**src/rtl/env_cls_pkg.sv**
```systemverilog
// Shared types and default constants for the environment frame sequencer.
// Contents:
//   seq_state_e  - sequencer FSM states (collect / dispatch / wait for class)
//   N_CH_DEF, DW_DEF, CLASS_W_DEF - default channel count, sample and class widths
//   CH_W         - width of the incoming channel index
package env_cls_pkg;

    localparam int unsigned N_CH_DEF    = 4;
    localparam int unsigned DW_DEF      = 16;
    localparam int unsigned CLASS_W_DEF = 5;
    localparam int unsigned CH_W        = 4;

    typedef enum logic [1:0] {
        StCollect  = 2'd0,
        StDispatch = 2'd1,
        StWaitCls  = 2'd2
    } seq_state_e;

endpackage

```
**src/rtl/env_frame_sequencer_if.sv**
```systemverilog
// Bus bundle between the sample source / classifier side and the frame sequencer.
// Optional macro ENV_FRAME_CNT_EN adds the 16-bit frame_cnt output.
// Signals:
//   s_valid, s_ch, s_data, s_ready          - sample stream from the I2C readout
//   frame_data, frame_valid, frame_ready    - frame handshake towards the classifier
//   cls_valid, cls_in                       - classifier result
//   class_out, class_valid, class_changed   - filtered committed class
//   ch_err, timeout_err                     - single-cycle error pulses
//   frame_cnt (ENV_FRAME_CNT_EN only)       - count of dispatched frames
// Modports: master = environment side (drives samples/results), slave = sequencer.
interface env_frame_sequencer_if
    import env_cls_pkg::*;
#(
    parameter int unsigned N_CH    = N_CH_DEF,
    parameter int unsigned DW      = DW_DEF,
    parameter int unsigned CLASS_W = CLASS_W_DEF
) ();

    logic                 s_valid;
    logic [CH_W-1:0]      s_ch;
    logic [DW-1:0]        s_data;
    logic                 s_ready;
    logic [N_CH*DW-1:0]   frame_data;
    logic                 frame_valid;
    logic                 frame_ready;
    logic                 cls_valid;
    logic [CLASS_W-1:0]   cls_in;
    logic [CLASS_W-1:0]   class_out;
    logic                 class_valid;
    logic                 class_changed;
    logic                 ch_err;
    logic                 timeout_err;
`ifdef ENV_FRAME_CNT_EN
    logic [15:0]          frame_cnt;
`endif

    modport master (
        output s_valid, s_ch, s_data, frame_ready, cls_valid, cls_in,
        input  s_ready, frame_data, frame_valid, class_out, class_valid, class_changed,
               ch_err, timeout_err
`ifdef ENV_FRAME_CNT_EN
        , input frame_cnt
`endif
    );

    modport slave (
        input  s_valid, s_ch, s_data, frame_ready, cls_valid, cls_in,
        output s_ready, frame_data, frame_valid, class_out, class_valid, class_changed,
               ch_err, timeout_err
`ifdef ENV_FRAME_CNT_EN
        , output frame_cnt
`endif
    );

endinterface

```
**src/rtl/class_hysteresis.sv**
```systemverilog
// Consecutive-agreement filter for classifier results. A new class is only
// committed after STABLE_CNT identical results in a row.
// Ports:
//   clk, rst       - clock, asynchronous active-high reset
//   in_valid       - a classifier result is presented this cycle
//   in_class       - classifier result
//   class_out      - committed class
//   class_valid    - at least one class committed since reset
//   class_changed  - one-cycle pulse when class_out updates
module class_hysteresis #(
    parameter int unsigned CLASS_W    = 5,
    parameter int unsigned STABLE_CNT = 3
) (
    input  logic               clk,
    input  logic               rst,
    input  logic               in_valid,
    input  logic [CLASS_W-1:0] in_class,
    output logic [CLASS_W-1:0] class_out,
    output logic               class_valid,
    output logic               class_changed
);

    localparam logic [3:0] StableCnt = 4'(STABLE_CNT);

    logic [CLASS_W-1:0] cand_q, cand_d;
    logic [3:0]         cnt_q, cnt_d;
    logic [CLASS_W-1:0] class_q, class_d;
    logic               valid_q, valid_d;
    logic               changed_q, changed_d;

    always_comb begin
        cand_d    = cand_q;
        cnt_d     = cnt_q;
        class_d   = class_q;
        valid_d   = valid_q;
        changed_d = 1'b0;
        if (in_valid) begin
            if (in_class == cand_q) begin
                // Saturate so a long run of agreement never wraps back below the threshold.
                cnt_d = (cnt_q >= StableCnt) ? StableCnt : cnt_q + 4'd1;
            end else begin
                cand_d = in_class;
                cnt_d  = 4'd1;
            end
            if ((cnt_d == StableCnt) && ((cand_d != class_q) || !valid_q)) begin
                class_d   = cand_d;
                valid_d   = 1'b1;
                changed_d = 1'b1;
            end
        end
    end

    always_ff @(posedge clk or posedge rst) begin
        if (rst) begin
            cand_q    <= '0;
            cnt_q     <= 4'd0;
            class_q   <= '0;
            valid_q   <= 1'b0;
            changed_q <= 1'b0;
        end else begin
            cand_q    <= cand_d;
            cnt_q     <= cnt_d;
            class_q   <= class_d;
            valid_q   <= valid_d;
            changed_q <= changed_d;
        end
    end

    assign class_out     = class_q;
    assign class_valid   = valid_q;
    assign class_changed = changed_q;

endmodule

```
**src/rtl/env_frame_sequencer.sv**
```systemverilog
// Environment frame sequencer: gathers one sample per channel into a frame,
// offers the frame to the classifier over valid/ready, waits (with timeout)
// for the result and passes it through a hysteresis filter.
// Optional macro ENV_FRAME_CNT_EN adds a 16-bit wrapping frame handshake counter.
// Ports:
//   clk  - system clock
//   rst  - asynchronous active-high reset
//   bus  - env_frame_sequencer_if.slave: sample stream, frame handshake,
//          classifier result, committed class and error pulses
module env_frame_sequencer
    import env_cls_pkg::*;
#(
    parameter int unsigned N_CH       = N_CH_DEF,
    parameter int unsigned DW         = DW_DEF,
    parameter int unsigned CLASS_W    = CLASS_W_DEF,
    parameter int unsigned STABLE_CNT = 3,
    parameter int unsigned TIMEOUT    = 1024
) (
    input  logic                  clk,
    input  logic                  rst,
    env_frame_sequencer_if.slave  bus
);

    localparam int unsigned TCNT_W = $clog2(TIMEOUT + 1);
    localparam logic [TCNT_W-1:0] TimeoutLast = TCNT_W'(TIMEOUT - 1);

    seq_state_e              state_q, state_d;
    logic [N_CH-1:0]         seen_q, seen_d;
    logic [N_CH-1:0][DW-1:0] frame_q, frame_d;
    logic [TCNT_W-1:0]       tcnt_q, tcnt_d;
    logic                    ch_err_q, ch_err_d;
    logic                    tout_q, tout_d;

    logic                    s_accept;
    logic                    ch_ok;
    logic                    cls_take;
    logic [CLASS_W-1:0]      hyst_class;
    logic                    hyst_valid;
    logic                    hyst_changed;

    assign s_accept = bus.s_valid && (state_q == StCollect);
    assign ch_ok    = 32'(bus.s_ch) < N_CH;
    assign cls_take = bus.cls_valid && (state_q == StWaitCls);

    // Datapath: frame capture, seen mask, timeout counter, error pulses.
    always_comb begin
        seen_d   = seen_q;
        frame_d  = frame_q;
        tcnt_d   = tcnt_q;
        ch_err_d = 1'b0;
        tout_d   = 1'b0;
        unique case (state_q)
            StCollect: begin
                if (s_accept) begin
                    if (ch_ok) begin
                        for (int unsigned k = 0; k < N_CH; k++) begin
                            if (bus.s_ch == CH_W'(k)) begin
                                frame_d[k] = bus.s_data;
                                seen_d[k]  = 1'b1;
                            end
                        end
                    end else begin
                        ch_err_d = 1'b1;
                    end
                end
            end
            StDispatch: begin
                if (bus.frame_ready) begin
                    tcnt_d = '0;
                end
            end
            StWaitCls: begin
                tcnt_d = tcnt_q + 1'b1;
                // A result arriving on the expiry cycle takes priority over the timeout.
                if (bus.cls_valid) begin
                    seen_d = '0;
                end else if (tcnt_q == TimeoutLast) begin
                    seen_d = '0;
                    tout_d = 1'b1;
                end
            end
            default: ;
        endcase
    end

    // FSM state register.
    always_ff @(posedge clk or posedge rst) begin
        if (rst) begin
            state_q <= StCollect;
        end else begin
            state_q <= state_d;
        end
    end

    // FSM next-state logic.
    always_comb begin
        state_d = state_q;
        unique case (state_q)
            StCollect: begin
                // seen_d already includes the sample accepted this cycle.
                if (s_accept && (&seen_d)) begin
                    state_d = StDispatch;
                end
            end
            StDispatch: begin
                if (bus.frame_ready) begin
                    state_d = StWaitCls;
                end
            end
            StWaitCls: begin
                if (bus.cls_valid || (tcnt_q == TimeoutLast)) begin
                    state_d = StCollect;
                end
            end
            default: state_d = StCollect;
        endcase
    end

    // FSM / registered outputs. s_ready is gated by rst so every output reads 0 in reset.
    always_comb begin
        bus.s_ready       = (state_q == StCollect) && !rst;
        bus.frame_valid   = (state_q == StDispatch);
        bus.frame_data    = frame_q;
        bus.ch_err        = ch_err_q;
        bus.timeout_err   = tout_q;
        bus.class_out     = hyst_class;
        bus.class_valid   = hyst_valid;
        bus.class_changed = hyst_changed;
    end

    always_ff @(posedge clk or posedge rst) begin
        if (rst) begin
            seen_q   <= '0;
            frame_q  <= '0;
            tcnt_q   <= '0;
            ch_err_q <= 1'b0;
            tout_q   <= 1'b0;
        end else begin
            seen_q   <= seen_d;
            frame_q  <= frame_d;
            tcnt_q   <= tcnt_d;
            ch_err_q <= ch_err_d;
            tout_q   <= tout_d;
        end
    end

`ifdef ENV_FRAME_CNT_EN
    logic [15:0] frame_cnt_q;

    always_ff @(posedge clk or posedge rst) begin
        if (rst) begin
            frame_cnt_q <= 16'd0;
        end else if ((state_q == StDispatch) && bus.frame_ready) begin
            frame_cnt_q <= frame_cnt_q + 16'd1;
        end
    end

    assign bus.frame_cnt = frame_cnt_q;
`endif

    class_hysteresis #(
        .CLASS_W    (CLASS_W),
        .STABLE_CNT (STABLE_CNT)
    ) u_hyst (
        .clk           (clk),
        .rst           (rst),
        .in_valid      (cls_take),
        .in_class      (bus.cls_in),
        .class_out     (hyst_class),
        .class_valid   (hyst_valid),
        .class_changed (hyst_changed)
    );

endmodule

```
**src/flat_wrapper.sv**
```systemverilog
// flat-port wrapper written by rule: the top's interface ports become plain ports
module env_frame_sequencer_flat import env_cls_pkg::*;
#(
    parameter int unsigned N_CH       = N_CH_DEF,
    parameter int unsigned DW         = DW_DEF,
    parameter int unsigned CLASS_W    = CLASS_W_DEF,
    parameter int unsigned STABLE_CNT = 3,
    parameter int unsigned TIMEOUT    = 1024
)
  (clk, rst, bus_s_valid, bus_s_ch, bus_s_data, bus_frame_ready, bus_cls_valid, bus_cls_in, bus_s_ready, bus_frame_data, bus_frame_valid, bus_class_out, bus_class_valid, bus_class_changed, bus_ch_err, bus_timeout_err);
  env_frame_sequencer_if #(.N_CH(N_CH), .DW(DW), .CLASS_W(CLASS_W)) bus_i ();
  input  logic clk;
  input  logic rst;
  input wire logic [$bits(bus_i.s_valid)-1:0] bus_s_valid;
  input wire logic [$bits(bus_i.s_ch)-1:0] bus_s_ch;
  input wire logic [$bits(bus_i.s_data)-1:0] bus_s_data;
  input wire logic [$bits(bus_i.frame_ready)-1:0] bus_frame_ready;
  input wire logic [$bits(bus_i.cls_valid)-1:0] bus_cls_valid;
  input wire logic [$bits(bus_i.cls_in)-1:0] bus_cls_in;
  output wire logic [$bits(bus_i.s_ready)-1:0] bus_s_ready;
  output wire logic [$bits(bus_i.frame_data)-1:0] bus_frame_data;
  output wire logic [$bits(bus_i.frame_valid)-1:0] bus_frame_valid;
  output wire logic [$bits(bus_i.class_out)-1:0] bus_class_out;
  output wire logic [$bits(bus_i.class_valid)-1:0] bus_class_valid;
  output wire logic [$bits(bus_i.class_changed)-1:0] bus_class_changed;
  output wire logic [$bits(bus_i.ch_err)-1:0] bus_ch_err;
  output wire logic [$bits(bus_i.timeout_err)-1:0] bus_timeout_err;
  assign bus_i.s_valid = bus_s_valid;
  assign bus_i.s_ch = bus_s_ch;
  assign bus_i.s_data = bus_s_data;
  assign bus_i.frame_ready = bus_frame_ready;
  assign bus_i.cls_valid = bus_cls_valid;
  assign bus_i.cls_in = bus_cls_in;
  assign bus_s_ready = bus_i.s_ready;
  assign bus_frame_data = bus_i.frame_data;
  assign bus_frame_valid = bus_i.frame_valid;
  assign bus_class_out = bus_i.class_out;
  assign bus_class_valid = bus_i.class_valid;
  assign bus_class_changed = bus_i.class_changed;
  assign bus_ch_err = bus_i.ch_err;
  assign bus_timeout_err = bus_i.timeout_err;
  env_frame_sequencer #(.N_CH(N_CH), .DW(DW), .CLASS_W(CLASS_W), .STABLE_CNT(STABLE_CNT), .TIMEOUT(TIMEOUT)) u_core (.clk(clk), .rst(rst), .bus(bus_i));
endmodule
```
**config.mk**
```make
export PLATFORM = sky130hd
export DESIGN_NAME = env_frame_sequencer_flat
export DESIGN_NICKNAME = d
export VERILOG_FILES = /design/src/rtl/env_cls_pkg.sv /design/src/rtl/env_frame_sequencer_if.sv /design/src/rtl/class_hysteresis.sv /design/src/rtl/env_frame_sequencer.sv /design/src/flat_wrapper.sv
export SDC_FILE = /design/constraint.sdc
export NUM_CORES = 1
export LEC_CHECK = 0
export BUFFER_PORTS_ARGS = -buffer_cell sky130_fd_sc_hd__buf_2
export CORE_UTILIZATION = 48
export DETAILED_ROUTE_END_ITERATION = 7
export HOLD_SLACK_MARGIN = 0.15
export PLACE_DENSITY = 0.74
export SLEW_MARGIN = 20
export SYNTH_ARGS = -nofsm -noshare
export SYNTH_HDL_FRONTEND = slang
export SYNTH_SLANG_ARGS = --single-unit
export TNS_END_PERCENT = 1
```
**constraint.sdc**
```tcl
create_clock -name clk -period 2.65 [get_ports clk]
set_input_delay 0 -clock clk [delete_from_list [all_inputs] [get_ports clk]]
set_output_delay 0 -clock clk [all_outputs]
set_load 0.01 [all_outputs]
```
==> results.sh <==
export IMPL_fin_util_pct=63.47
export IMPL_drc_errors=0
export IMPL_cp_required_ns=2.94
export IMPL_cts_resized=0
export IMPL_rsz0062_at_grt="false"
export IMPL_cts_tree="yes"
export IMPL_grt_total_usage_pct=20.04
export IMPL_fin_ws_ns=0.6229
export IMPL_postCtsSetupRepairBufs=0
export IMPL_multi_input_area_um2=1644
export IMPL_rr_startpoint="u_core.tcnt_q[0]$_DFFE_PP0P_"
export IMPL_fillers=662
export IMPL_yosys_warnings=0
export IMPL_cts_root_buffer="clkbuf_8"
export IMPL_irDropWorstVdd_mv=0.4775
export IMPL_routed_wirelength_mm=8.739
export IMPL_placementRows=33
export IMPL_pwr_density_cell_nw_per_um2=891.7
export IMPL_fin_worst_skew_ns=0.007951
export IMPL_grt_pass1_vias=2852
export IMPL_status="finished clean"
export IMPL_port_buffers=104
export IMPL_drive_gt1_share_pct=47.00
export IMPL_die_width_um=95.94
export IMPL_syn_inst=292
export IMPL_dieArea_um2=9204
export IMPL_ant_nets=0
export IMPL_ys_seq_area_share_pct=58.49
export IMPL_setup_tns_ns=0
export IMPL_initialDrtViolationCount=105
export IMPL_min_path_type="input port to async pin"
export IMPL_ys_seq_elements=99
export IMPL_r2r_end="u_core.state_q[1]$_DFFE_PP0P_"
export IMPL_clk_pin_slew_ns=0.10
export IMPL_syn_nets=324
export IMPL_synth_cell_types=45
export IMPL_pre_cts_slack_ns=0.6428
export IMPL_end_kind="flop"
export IMPL_cts_buffer_depth=2
export IMPL_p_leak_nw=2.683
export IMPL_antennaDiodeCount=0
export IMPL_slew_viol_final=0
export IMPL_finalCritPeriodShare_pct=76.49
export IMPL_via_per_inst=5.221
export IMPL_ff2ff_path_depth=6
export IMPL_relSlewSlack_pct=55.16
export IMPL_nets=461
export IMPL_synth_edf_count=0
export IMPL_worst_pin_slew_ns=0.6640
export IMPL_die_h_um=95.94
export IMPL_place_gp_congestion=0.8267
export IMPL_coreArea_um2=8382
export IMPL_hold_viol_final=0
export IMPL_cts_sinks=99
export IMPL_drt_first_pass_iters=4
export IMPL_io_pins=105
export IMPL_syn_to_final_growth_pct=25.61
export IMPL_wl_per_cell_um=16.21
export IMPL_grt_first_pass_wirelength_mm=13.83
export IMPL_seq_area_um2=2477
export IMPL_synth_top_flop_cell="dfrtp_1"
export IMPL_grt_max_degree=63
export IMPL_synth_area_um2=4235
export IMPL_vias=2814
export IMPL_setup_violations=0
export IMPL_avgSynthCellArea_um2=14.50
export IMPL_criticalPathCategory="flop to flop"
export IMPL_cp_start_kind="flop"
export IMPL_period_minus_slack_ns=2.027
export IMPL_reg2reg_setup_slack_ns=0.62
export IMPL_gr_total_overflow=0
export IMPL_start_util_pct=50.53
export IMPL_hpwl_mm=5.841
export IMPL_antenna_found_initial=0
export IMPL_ys_async_sr_fraction_pct=100.0
export IMPL_fmax_mhz=493.3
export IMPL_clk_latency_ns=0.35
export IMPL_cts_buffers=9
export IMPL_crit_arrival_ns=2.32
export IMPL_path_max_fanout=7
export IMPL_htreeDepth=3
export IMPL_drv_cap=0
==> cell type report <==
| class | count | share of cell area, % |
|---|---|---|
| tap | 105 | 2.469 |
| sequential | 99 | 46.57 |
| clock inverter | 7 | 1.552 |
| timing repair buffer | 134 | 15.57 |
| multi-input combinational | 177 | 30.90 |
| clock buffer | 9 | 2.328 |
| inverter | 8 | 0.6115 |
==> worst max path at each step <==
stage	slack (ns)	endpoint	depth (start not counted)	start
6_report	0.62	u_core.state_q[1]$_DFFE_PP0P_	6	u_core.tcnt_q[0]$_DFFE_PP0P_
5_1_grt	0.41	u_core.seen_q[3]$_DFF_PP0_	5	u_core.tcnt_q[0]$_DFFE_PP0P_
4_1_cts	0.64	u_core.state_q[1]$_DFFE_PP0P_	6	u_core.tcnt_q[0]$_DFFE_PP0P_
3_5_place_dp	0.64	u_core.seen_q[1]$_DFF_PP0_	5	u_core.tcnt_q[0]$_DFFE_PP0P_
3_3_place_gp	0.78	u_core.bus.frame_data[29]$_DFFE_PP0P_	4	u_core.state_q[1]$_DFFE_PP0P_
2_1_floorplan	0.06	u_core.bus.ch_err$_DFF_PP0_	1	rst
==> through the flow <==
stage	instances	hold slack (ns)	area, um^2	total power, mW
floorplan	292	0.04670	4235	3.171
global placement	495	0.07402	4833	3.661
detailed placement	495	0.07673	4833	3.731
CTS	539	0.2284	5320	4.783
global route	539	0.2563	5320	5.050
finish	539	0.2324	5320	4.744
==> layer usage <==
metal  wire, um  GRT usage [%]  vias to the layer above
met5          0              0                        -
met1       3853          25.32                     1409
met3        372          3.949                        8
met4         86          7.463                        0
li1           -              -                     1323
met2       4427          34.11                       74
==> where the power goes <==
group	switching (mW)	total, mW	leakage, nW	internal (mW)
Combinational	0.662	1.43	1.34	0.766
Sequential	0.321	2.31	1.24	1.98
Clock	0.554	1.01	0.104	0.455
Total	1.54	4.74	2.68	3.21
==> Yosys cell counts, drive strengths merged, types with 2 or more instances <==
cell / number / area, um^2
xor2: 11 / 96.34
o31ai: 5 / 37.54
nor4: 2 / 12.51
nand3: 3 / 27.53
a21oi: 8 / 40.04
nand2b: 2 / 12.51
dfrtp: 99 / 2477
clkbuf: 2 / 7.510
a31oi: 4 / 25.02
nand3b: 3 / 26.27
a22o: 2 / 17.52
and3: 3 / 18.77
nor2: 10 / 40.04
inv: 8 / 30.03
o22ai: 2 / 12.51
and2: 3 / 18.77
ha: 2 / 25.02
nand2: 11 / 41.29
buf: 6 / 76.32
o21ai: 11 / 55.05
nor3: 2 / 10.01
nand4: 4 / 46.29
mux2: 74 / 930.9
==> critical path, stage by stage, from the launching register on <==
cell	delay [ns]
dfrtp_1	0.45
ha_1	0.26
and4_1	0.27
nand4_1	0.14
nor2_1	0.05
o31ai_1	0.20
dlygate4sd3_1	0.59
==> state kept, by name (all words and copies together) (netlist names) <==
signal / cells
u_core.bus.timeout_err: 1
u_core.u_hyst.class_changed: 1
u_core.seen_q: 4
u_core.bus.ch_err: 1
u_core.u_hyst.class_valid: 1
u_core.bus.frame_data: 64
u_core.u_hyst.cnt_q: 4
u_core.u_hyst.cand_q: 5
u_core.state_q: 2
u_core.tcnt_q: 11
u_core.u_hyst.class_out: 5
==> cell usage in the layout, fill, tap and decap left out, types with 3 or more instances in the layout <==
cell type and count:
buf_2 104, dfrtp_1 99, mux2_2 48, dlygate4sd3_1 28, mux2_4 26, nand2_1 11
xor2_1 11, o21ai_0 11, nor2_1 9, clkbuf_8 9, a21oi_1 8, inv_1 7
o31ai_1 5, a31oi_1 4, and3_1 3, and2_1 3
==> repair_timing <==
| item | 4_1_cts | 5_1_grt |
|---|---|---|
| setup endpoints to repair | 0 | 0 |
| hold buffers | 28 | 0 |
| endpoints found under the hold margin | 182 | 0 |
==> cells by family (layout without fill, tap and decap cells) <==
kind of cell	count (synthesis)	count (layout)	synth area share, %
XOR/XNOR	12	12	2.482
AND/OR/NAND/NOR	50	50	7.947
flip-flops	99	99	58.49
multiplexers	74	74	21.98
AO/OA/AOI/OAI	39	39	5.820
adder cells (fa/ha/maj)	2	2	0.5907
buffers and inverters	16	158	2.688
No activity file was read; power rests on OpenSTA's default activity.
